===== src/rtl/hardware_call_stack_pkg.sv =====
// rtl/hardware_call_stack_pkg.sv - shared mode constants and pointer-width helper for the return-address stack
package hardware_call_stack_pkg;

    localparam int STACK_MODE_ENHANCED = 0;
    localparam int STACK_MODE_CLASSIC  = 1;

    function automatic int clog2(input int value);
        int width;
        width = 0;
        while ((1 << width) < value) begin
            width = width + 1;
        end
        return width;
    endfunction

endpackage


===== src/rtl/generic_register.sv =====
// rtl/generic_register.sv - enable-gated register with asynchronous clear to zero
module generic_register #(
    parameter int WIDTH = 1
) (
    input  logic             clk,
    input  logic             rst,
    input  logic             en,
    input  logic [WIDTH-1:0] d,
    output logic [WIDTH-1:0] q
);

    always_ff @(posedge clk or posedge rst) begin
        if (rst) begin
            q <= '0;
        end else if (en) begin
            q <= d;
        end
    end

endmodule


===== src/rtl/hardware_call_stack.sv =====
// rtl/hardware_call_stack.sv - parametrised return-address stack, classic circular or enhanced saturating
module hardware_call_stack
    import hardware_call_stack_pkg::*;
#(
    parameter int  ADDR_WIDTH = 13,
    parameter int  DEPTH      = 8,
    parameter int  WRAP_MODE  = STACK_MODE_ENHANCED,
    parameter int  STVREN     = 1,
    localparam int PTR_W      = clog2(DEPTH)
) (
    input  logic                  clk,
    input  logic                  rst,
    input  logic                  push_en,
    input  logic [ADDR_WIDTH-1:0] push_addr,
    input  logic                  pop_en,
    output logic [ADDR_WIDTH-1:0] pop_addr,
    input  logic                  tos_wr_en,
    input  logic [ADDR_WIDTH-1:0] tos_wr_data,
    output logic [PTR_W:0]        stkptr,
    output logic                  stack_full,
    output logic                  stack_empty,
    output logic                  overflow,
    output logic                  underflow,
    input  logic                  flag_clr,
    output logic                  stack_reset_req
);

    localparam int CNT_W      = PTR_W + 1;
    localparam bit IS_CLASSIC = (WRAP_MODE == STACK_MODE_CLASSIC);
    localparam bit REQ_EN     = !IS_CLASSIC && (STVREN != 0);

    logic [ADDR_WIDTH-1:0] mem [DEPTH];
    logic [PTR_W-1:0]      top_q, top_nxt;
    logic [CNT_W-1:0]      cnt_q, cnt_nxt;
    logic                  req_q;

    logic                  is_full, is_empty;
    logic                  do_replace, do_push, do_pop, do_tos;
    logic                  ovf_set, unf_set;
    logic                  wr_en;
    logic [PTR_W-1:0]      wr_idx;
    logic [ADDR_WIDTH-1:0] wr_data;

    // Decode the request priority: push+pop replace, then push, pop, TOS write.
    always_comb begin
        is_full    = (cnt_q == CNT_W'(DEPTH));
        is_empty   = (cnt_q == '0);
        do_replace = push_en && pop_en && !is_empty;
        do_push    = push_en && !do_replace;
        do_pop     = pop_en && !push_en;
        do_tos     = tos_wr_en && !push_en && !pop_en && !is_empty;
        ovf_set    = do_push && is_full;
        unf_set    = do_pop && is_empty;
    end

    always_comb begin
        top_nxt = top_q;
        cnt_nxt = cnt_q;
        wr_en   = 1'b0;
        wr_idx  = top_q;
        wr_data = tos_wr_data;
        if (do_replace) begin
            wr_en   = 1'b1;
            wr_data = push_addr;
        end else if (do_push) begin
            // Classic mode keeps rotating when full, overwriting the oldest entry.
            if (!is_full || IS_CLASSIC) begin
                top_nxt = top_q + 1'b1;
                wr_en   = 1'b1;
                wr_idx  = top_nxt;
                wr_data = push_addr;
            end
            if (!is_full) begin
                cnt_nxt = cnt_q + 1'b1;
            end
        end else if (do_pop) begin
            if (!is_empty || IS_CLASSIC) begin
                top_nxt = top_q - 1'b1;
            end
            if (!is_empty) begin
                cnt_nxt = cnt_q - 1'b1;
            end
        end else if (do_tos) begin
            wr_en = 1'b1;
        end
    end

    always_ff @(posedge clk or posedge rst) begin
        if (rst) begin
            top_q <= PTR_W'(DEPTH - 1);
            cnt_q <= '0;
            req_q <= 1'b0;
        end else begin
            top_q <= top_nxt;
            cnt_q <= cnt_nxt;
            req_q <= REQ_EN && (ovf_set || unf_set);
        end
    end

    always_ff @(posedge clk or posedge rst) begin
        if (rst) begin
            for (int i = 0; i < DEPTH; i++) begin
                mem[i] <= '0;
            end
        end else if (wr_en) begin
            mem[wr_idx] <= wr_data;
        end
    end

    // A new error in the same cycle as flag_clr leaves the flag set.
    generic_register #(.WIDTH(1)) u_overflow (
        .clk (clk),
        .rst (rst),
        .en  (ovf_set || flag_clr),
        .d   (ovf_set),
        .q   (overflow)
    );

    generic_register #(.WIDTH(1)) u_underflow (
        .clk (clk),
        .rst (rst),
        .en  (unf_set || flag_clr),
        .d   (unf_set),
        .q   (underflow)
    );

    always_comb begin
        pop_addr        = (!IS_CLASSIC && is_empty) ? '0 : mem[top_q];
        stkptr          = cnt_q;
        stack_full      = is_full;
        stack_empty     = is_empty;
        stack_reset_req = req_q;
    end

endmodule


===== config.mk =====
export PLATFORM = sky130hd
export DESIGN_NAME = hardware_call_stack
export DESIGN_NICKNAME = d
export VERILOG_FILES = /design/src/rtl/hardware_call_stack_pkg.sv /design/src/rtl/generic_register.sv /design/src/rtl/hardware_call_stack.sv
export SDC_FILE = /design/constraint.sdc
export NUM_CORES = 1
export LEC_CHECK = 0
export ABC_AREA = 1
export CAP_MARGIN = 20
export CORE_MARGIN = 10
export CORE_UTILIZATION = 58
export DETAILED_ROUTE_END_ITERATION = 10
export PLACE_DENSITY = 0.92
export SYNTH_ARGS = -nofsm -noshare
export SYNTH_HDL_FRONTEND = slang
export SYNTH_SLANG_ARGS = --single-unit

===== constraint.sdc =====
create_clock -name clk -period 4.65 [get_ports clk]
set_input_delay 1.1625 -clock clk [delete_from_list [all_inputs] [get_ports clk]]
set_output_delay 1.1625 -clock clk [all_outputs]
set_load 0.005 [all_outputs]

# After elaboration in Yosys (flattened, before gate mapping)
# Index checks and enable logic that the tools add are counted.
# W data, S select, Z words.
[word_totals]
romBits = 0
mem_count = 0
elab_cells = 72
latch_bits = 0
in_bits = 32
mem_bits_rw = 0
register_bits = 114
[classes]
n_eq_ne = 3
add_sub_neg = 4
n_reduce_logical = 21
order_cmp = 3
n_mul = 0
n_bitwise = 3
mux = 25
shift = 0
div = 0
[ops]
columns = ["cell", "count"]
rows = [
  ["$bwmux W104", 1],
  ["$mux W13", 7],
  ["$bmux W13 S3", 1],
  ["$demux W13 S3", 1],
  ["$mux W3", 6],
  ["$mux W4", 4],
  ["$logic_and A1 B1 Y1", 10],
  ["$ge A4 B4 Y1 const B", 2],
  ["$not A3 Y4", 2],
  ["$mux W1", 5],
  ["$add A4 B1 Y4 const B", 1],
  ["$eq A4 B4 Y1 const B", 1],
  ["$logic_not A1 Y1", 4],
  ["$logic_not A4 Y1", 1],
  ["$lt A4 B1 Y1 const B", 1],
  ["$reduce_and A4 Y1", 1],
  ["$sub A4 B1 Y4 const B", 1],
  ["$add A3 B1 Y3 const B", 1],
  ["$logic_or A1 B1 Y1", 3],
  ["$reduce_and A3 Y1", 1],
  ["$sub A3 B1 Y3 const B", 1],
  ["$ne A2 B1 Y1 const B", 1],
  ["$ne A2 B2 Y1 const B", 1],
  ["$reduce_bool A2 Y1", 1],
  ["$not A1 Y1", 1],
]

# Depth between registers and ports, before layout
# Gate-level depths: netlist (run 1).
[logic_depth]
ltp_word = 13
depth_mapped = 13
mapped_depth_nobuf = 12

# Modules after synthesis
# A second synthesis (run 1) with hierarchy kept.
[hier_totals]
hier_cells = 809
area_unflattened_um2 = 6053.3
[modules_own_cells]
columns = ["mod", "seq_area_each_um2", "n_inst", "cells_per_inst", "area_each_um2"]
rows = [
  ["hardware_call_stack", 2806.4, 1, 797, 5965.7],
  ["generic_register", 25.0, 2, 6, 43.8],
]

# Least setup slack after synthesis (run 1)
# Ideal clock, no wire load.
[synth_timing]
path_type = "register -> output"
from = "register top_q[0]"
to = "output port pop_addr[0]"
arrival_time_ns = 1.565
required_ns = 3.488
path_stages_with_launch = 8
path_slack_ns = 1.923
cell_sequence = "dfstp_2 > clkbuf_1 > clkinv_1 > clkbuf_1 > o21ai_0 > o22ai_1 > o21ai_0 > nor2_1"
[synth_via]
elab_chain_cells = 5
[synth_rtl]
columns = ["item", "line_no", "text"]
rows = [
  ["from (decl)", "hardware_call_stack.sv:33", "logic [PTR_W-1:0] top_q, top_nxt;"],
  ["from (signal assigned)", "hardware_call_stack.sv:90", "top_q <= PTR_W'(DEPTH - 1);"],
  ["from (signal assigned)", "hardware_call_stack.sv:94", "top_q <= top_nxt;"],
  ["$not A3 Y4 (implied by the code)", "hardware_call_stack.sv:128", "pop_addr = (!IS_CLASSIC && is_empty) ? '0 : mem[top_q];"],
  ["$bmux W13 S3", "hardware_call_stack.sv:128", ""],
  ["$mux W13 (implied by the code) (2 in series)", "hardware_call_stack.sv:128", ""],
  ["$mux W13", "hardware_call_stack.sv:128", ""],
  ["to (decl)", "hardware_call_stack.sv:16", "output logic [ADDR_WIDTH-1:0] pop_addr,"],
]
# Every way passes these cells. The select of a mux whose other input is x is not followed.

# Worst setup path after layout (run 1)
[layout_timing]
from = "register top_q[0]"
to = "output port pop_addr[11]"
# The elaborated chain is that of the path after synthesis.

==> metrics.md, run 1 <==
| Metric | Value |
|---|---|
| Status | `complete, no violations` |
| Layout cells sized above 1 | `0.0927` |
| Period utilization | `0.910` |
| HP Class | `flip-flop to flip-flop` |
| Final Max Tran Viols | `0` |
| Crit Path Category | `flip-flop to primary output` |
| Maximum VDD drop | `0.421 mV` |
| Post-Syn Instances | `799` |
| Inst Count DP | `945` |
| Non-Filler Instances | `977` |
| Residual DRC | `0` |
| Most numerous cell in the Yosys netlist | `nand2_1` |
| Area share of the largest cell type after synthesis | `0.451` |
| Setup-failing EPs final | `0` |
| Area Overhead vs Synth | `17.3%` |
| Final GP Congestion | `0.870` |
| Most common library cells after synthesis | `nand2_1, nand3_1, dfrtp_1` |
| Asr flop ratio synth | `1.00` |
| Post-DRT Antenna Nets | `0` |
| Detailed placement HPWL | `11000 um` |
| Area leader, netlist | `dfrtp_1` |
| H-tree levels | `4` |
| Gate power share | `0.470` |
| Via density | `6.18` |
| Measured slew at the worst slew-check pin | `0.960 ns` |
| Total CTS buffers | `17` |
| Post-CTS sizing | `0` |
| Clock share of power | `0.228` |
| Wire length per cell | `18.4 um` |
| CTS Hold Bufs | `0` |
| Clock-pin slew on the worst setup and hold paths | `0.06 ns` |
| Crit path max fanout | `22` |
| Main flop type after synthesis | `dfrtp_1` |
| Clk sink count | `114` |
| Latest clock arrival within the worst-skew pair | `0.53 ns` |
| Switch share | `0.445` |
| Crit path arrival time | `3.07 ns` |
| FP Rows | `37` |
| Synthesized cell area | `6150 um^2` |
| Main area contributors after synthesis | `dfrtp_1, nand2_1, nand3_1` |
| Pwr Density | `792 nW/um^2` |
| Drt pass-1 iters | `6` |
| CP required | `3.49 ns` |
| Synth Net Count | `835` |
| Int Power | `3.17 mW` |
| MaxCap Viol Count | `0` |
| Tmin final | `4.23 ns` |
| Gr ovfl total | `0` |
| Synth warn | `0` |
| Crit. End Element | `primary output` |
| Total Routing Usage GR | `0.248` |
| Final Hold Fails | `0` |
| Final net count | `864` |
| DIE WIDTH | `123 um` |
| Critical Path Source Type | `flip-flop` |
| Setup TNS | `0 ns` |
| First-pass GRT wire length | `29900 um` |
| Vias in the first global route | `5964` |
| Post-synth EDFFs | `0` |
| Root Buffer | `clkbuf_8` |
| CTS max path bufs | `2` |
| Seq cells post-synth | `114` |
| Yosys cell types | `32` |
| Worst Clk Skew | `0.00897 ns` |
| Port bufs | `53` |
| Psw | `2.54 mW` |
| Syn Area/Cell | `7.70 um^2` |
| Initial antenna violation count | `0` |
| DIE AREA | `15100 um^2` |
| Initial core utilization | `0.596` |
| Die Ht | `123 um` |
| Max Freq | `236 MHz` |
| Unrepaired setup endpoints after global routing | `false` |
| # IOs | `54` |
| Vias | `6033` |
| Pin count of the biggest net entering global routing | `56` |
| Post-CTS Repair Setup Buffers | `0` |
| Sequential cell area fraction in the yosys report | `0.464` |
| Seq pwr share | `0.302` |
| Antenna diode count | `0` |
| LEAKAGE | `3.65 nW` |
| Max-slew headroom | `0.359` |
| Core area | `10300 um^2` |
| CTS tree | `yes` |
| Initial drt markers | `880` |
| Routed WL | `18000 um` |
-- layer usage --
metal	GRT usage	up-vias	part of all wire
li1	-	2680	-
met1	0.307	2854	0.37
met2	0.399	429	0.48
met3	0.0506	70	0.10
met4	0.134	0	0.038
met5	0	-	0
-- path summary, 6_finish.rpt --
kind | from | end | slack, ns | cells after the start
min reg2reg | mem[76]$_DFFE_PP0P_ | mem[76]$_DFFE_PP0P_ | 0.47 | 2
max | top_q[0]$_DFFE_PP1P_ | pop_addr[11] | 0.42 | 7
min in group asynchronous | rst | mem[49]$_DFFE_PP0P_ | 1.10 | 2
min | mem[76]$_DFFE_PP0P_ | mem[76]$_DFFE_PP0P_ | 0.47 | 2
max reg2reg | top_q[0]$_DFFE_PP1P_ | mem[60]$_DFFE_PP0P_ | 1.53 | 9
max in group asynchronous | rst | top_q[0]$_DFFE_PP1P_ | 2.65 | 3
-- cell families after synthesis --
family                   Yosys count  synth area share
AND/OR/NAND/NOR                  498             0.361
flip-flops                       114             0.464
AO/OA/AOI/OAI                    104            0.0946
buffers and inverters             74            0.0653
XOR/XNOR                           5           0.00712
adder cells (fa/ha/maj)            4           0.00813
-- sequential cells by signal (all words and copies together), names as in the netlist --
register and flops:
mem 104, stkptr 4, top_q 3, stack_reset_req 1
u_overflow.q 1, u_underflow.q 1
-- power groups by stage --
stage	sequential, mW	combinational [mW]	clock (mW)
after CTS	1.72	2.64	1.29
after global placement	1.70	2.50	0
after global routing	1.77	2.96	1.33
after detailed placement	1.72	2.58	0
after floorplan	1.63	1.86	0
final	1.73	2.68	1.30
-- layout by cell type, fill, tap and decap left out, types with 4 or more instances in the layout --
| cell type | synthesis | final |
|---|---|---|
| buf_4 | 6 | 9 |
| clkbuf_16 | 0 | 16 |
| clkdlybuf4s50_1 | 0 | 53 |
| dfrtp_1 | 111 | 111 |
| ha_1 | 4 | 4 |
| inv_1 | 17 | 16 |
| inv_6 | 0 | 6 |
| nand2_1 | 261 | 261 |
| nand2_2 | 8 | 8 |
| nand2_4 | 8 | 8 |
| nand3_1 | 125 | 125 |
| nor2_1 | 84 | 84 |
| nor2_8 | 5 | 5 |
| o21ai_0 | 71 | 71 |
| o22ai_1 | 26 | 26 |
-- final cells by class --
class	instances	area, um^2
multi-input combinational	611	2910
inverter	21	81.3
timing repair buffer	63	618
clock inverter	15	170
sequential	114	2860
clock buffer	17	414
fill	739	3110
tap	136	170
-- stage by stage --
step	area, um^2	hold slack, ns	utilization	total power, mW	worst slack, ns
global route	7220	0.482	0.699	6.06	0.209
CTS	7220	0.468	0.699	5.65	0.460
floorplan	6150	0.437	-	3.49	0.477
global placement	6630	0.448	0.643	4.20	1.04
finish	7220	0.467	0.699	5.72	0.417
detailed placement	6630	0.453	0.643	4.30	0.942
-- worst max-delay path, cell delays in order (launching register included) --
cell and delay (ns):
dfstp_2 0.53, clkinv_1 0.52, buf_4 0.43, o21ai_0 0.20, o22ai_1 0.10, nor2_1 0.17
nor2_1 0.11, clkdlybuf4s50_1 0.47
(Power assumes the default switching activity.)
==> run 2: changes to the inputs <==
--- a/config.mk
+++ b/config.mk
@@ -10,6 +10,7 @@
 export CORE_MARGIN = 10
 export CORE_UTILIZATION = 58
 export DETAILED_ROUTE_END_ITERATION = 10
+export MAX_ROUTING_LAYER = met4
 export PLACE_DENSITY = 0.92
 export SYNTH_ARGS = -nofsm -noshare
 export SYNTH_HDL_FRONTEND = slang
==> run 2 against run 1 <==
Net effect:
- critical path depth stayed put
- critical endpoint unchanged
- core utilization is the same
- count of clock-buffer cells in the layout unchanged
- critical path type unchanged
- highest routed layer unchanged
- sequential share of layout area did not move
- routed wire length barely moved
- die area did not move
==> metrics.md, run 2 (synthesis gave the netlist of run 1 again) <==
| Metric | Value |
|---|---|
| Cell area after placement | `6630 um^2 (unchanged)` |
| Gr ovfl total | `0 (unchanged)` |
| Status | `complete, no violations (unchanged)` |
| Antenna diode count | `0 (unchanged)` |
| Core area | `10300 um^2 (unchanged)` |
| GR Util met2 | `0.398 (was 0.399)` |
| Design Area, Final | `7220 um^2 (unchanged)` |
| Crit path max fanout | `22 (unchanged)` |
| Period utilization | `0.904 (was 0.910)` |
| Most frequent cells in the layout | `nand2_1, nand3_1, dfrtp_1 (unchanged)` |
| Non-Filler Instances | `977 (unchanged)` |
| Critical Path Source Type | `flip-flop (unchanged)` |
| Power after layout | `5.70 mW (was 5.72 mW)` |
| Post-CTS sizing | `0 (unchanged)` |
| HP Class | `flip-flop to flip-flop (unchanged)` |
| Maximum VDD drop | `0.419 mV (was 0.421 mV)` |
| Pwr Density | `790 nW/um^2 (was 792 nW/um^2)` |
| Commonest non-fill, non-tap cell in the layout | `nand2_1 (unchanged)` |
| Switch share | `0.444 (was 0.445)` |
| H-tree levels | `4 (unchanged)` |
| Inst Count DP | `945 (unchanged)` |
| Port bufs | `53 (unchanged)` |
| FP Rows | `37 (unchanged)` |
| Post-CTS Repair Setup Buffers | `0 (unchanged)` |
| Met3 GRT Util | `0.0552 (was 0.0506)` |
| Root Buffer | `clkbuf_8 (unchanged)` |
| # IOs | `54 (unchanged)` |
| Pin count of the biggest net entering global routing | `56 (unchanged)` |
| Clock-pin slew on the worst setup and hold paths | `0.06 ns (about the same)` |
| Crit. End Element | `primary output (unchanged)` |
| Seq pwr share | `0.303 (was 0.302)` |
| Crit path arrival time | `3.04 ns (was 3.07 ns)` |
| Most flops, register | `mem (unchanged)` |
| Unrepaired setup endpoints after global routing | `false (unchanged)` |
| DIE WIDTH | `123 um (unchanged)` |
| Initial antenna violation count | `0 (unchanged)` |
| Multi-input gate area | `2910 um^2 (unchanged)` |
| Post-DRT Antenna Nets | `0 (unchanged)` |
| Final GP Congestion | `0.884 (was 0.870)` |
| Met1 usage | `0.308 (was 0.307)` |
| Detailed placement HPWL | `11000 um (unchanged)` |
| Hold_ws | `0.468 ns (was 0.467 ns)` |
| Clk sink count | `114 (unchanged)` |
| Crit Path Category | `flip-flop to primary output (unchanged)` |
| Tmin final | `4.20 ns (was 4.23 ns)` |
| Residual DRC | `0 (unchanged)` |
| Wire length per cell | `18.4 um (about the same)` |
| Largest register FFs | `104 (unchanged)` |
| Max-slew headroom | `0.344 (was 0.359)` |
| MaxCap Viol Count | `0 (unchanged)` |
| DIE AREA | `15100 um^2 (unchanged)` |
| Fillers | `739 (unchanged)` |
| Routed WL | `18000 um (about the same)` |
| Storage cell area | `2860 um^2 (unchanged)` |
| Vias | `6014 (was 6033)` |
| Measured slew at the worst slew-check pin | `0.983 ns (was 0.960 ns)` |
| Final Max Tran Viols | `0 (unchanged)` |
| Initial core utilization | `0.596 (unchanged)` |
| Total CTS buffers | `17 (unchanged)` |
| Latest clock arrival within the worst-skew pair | `0.52 ns (was 0.53 ns)` |
| Vias in the first global route | `5981 (was 5964)` |
| Initial drt markers | `873 (was 880)` |
| CTS tree | `yes (unchanged)` |
| Via density | `6.16 (was 6.18)` |
| Final Hold Fails | `0 (unchanged)` |
| Area Overhead vs Synth | `17.3% (unchanged)` |
| Die Ht | `123 um (unchanged)` |
| Max Freq | `238 MHz (was 236 MHz)` |
| Layout cells sized above 1 | `0.0927 (unchanged)` |
| First-pass GRT wire length | `30000 um (was 29900 um)` |
| CP required | `3.49 ns (about the same)` |
| Setup-failing EPs final | `0 (unchanged)` |
| Setup TNS | `0 ns (unchanged)` |
| Drt pass-1 iters | `6 (unchanged)` |
| Psw | `2.53 mW (was 2.54 mW)` |
| LEAKAGE | `3.65 nW (unchanged)` |
| Total Routing Usage GR | `0.256 (was 0.248)` |
| Int Power | `3.17 mW (about the same)` |
| Worst Clk Skew | `0.00682 ns (was 0.00897 ns)` |
| CTS max path bufs | `2 (unchanged)` |
| Top Usage Layer GRT | `met2 (unchanged)` |
| CTS Hold Bufs | `0 (unchanged)` |
| Final net count | `864 (unchanged)` |
| Gate power share | `0.469 (was 0.470)` |
| Clock share of power | `0.228 (about the same)` |
==> run 2: cell counts in the layout (fill, tap and decap cells not counted) <==
No cell type changed its count.
==> run 2: critical path, cell delays in order (launching register included) <==
cell and delay (ns):
dfstp_2 0.53, clkinv_1 0.50, buf_4 0.43, o21ai_0 0.21
o22ai_1 0.10, nor2_1 0.16, nor2_1 0.11, clkdlybuf4s50_1 0.47
==> run 2: path summary, 6_finish.rpt <==
kind	start	to	slack [ns]	cells after the start
max	top_q[0]$_DFFE_PP1P_	pop_addr[11]	0.45	7
min	mem[76]$_DFFE_PP0P_	mem[76]$_DFFE_PP0P_	0.47	2
max reg2reg	top_q[0]$_DFFE_PP1P_	mem[59]$_DFFE_PP0P_	1.57	9
min reg2reg	mem[76]$_DFFE_PP0P_	mem[76]$_DFFE_PP0P_	0.47	2
max in group asynchronous	rst	top_q[0]$_DFFE_PP1P_	2.63	3
min in group asynchronous	rst	mem[49]$_DFFE_PP0P_	1.12	2
==> run 2: power by group through the flow <==
stage | Clock [mW] | Combinational, mW | Sequential, mW
2_1_floorplan | 0 | 1.86 | 1.63
3_3_place_gp | 0 | 2.50 | 1.70
3_5_place_dp | 0 | 2.58 | 1.72
4_1_cts | 1.29 | 2.64 | 1.72
5_1_grt | 1.33 | 2.96 | 1.77
6_report | 1.30 | 2.67 | 1.73
==> run 2: area by class of cell <==
type                            instances  area share
Timing Repair Buffer                   63      0.0856
Clock inverter                         15      0.0236
Multi-Input combinational cell        611       0.403
Clock buffer                           17      0.0574
Sequential cell                       114       0.396
Tap cell                              136      0.0236
Inverter                               21      0.0113
==> run 2: per-layer routing <==
| layer | vias up | part of all wire | routed length [um] |
|---|---|---|---|
| li1 | 2676 | - | - |
| met1 | 2831 | 0.38 | 6880 |
| met2 | 419 | 0.48 | 8570 |
| met3 | 88 | 0.10 | 1790 |
| met4 | 0 | 0.042 | 758 |
| met5 | - | 0 | 0 |
==> run 2: per-stage QoR <==
step | setup slack, ns | util
after detailed placement | 0.942 | 0.643
after floorplan | 0.477 | -
final | 0.445 | 0.699
after global placement | 1.04 | 0.643
after CTS | 0.460 | 0.699
after global routing | 0.229 | 0.699
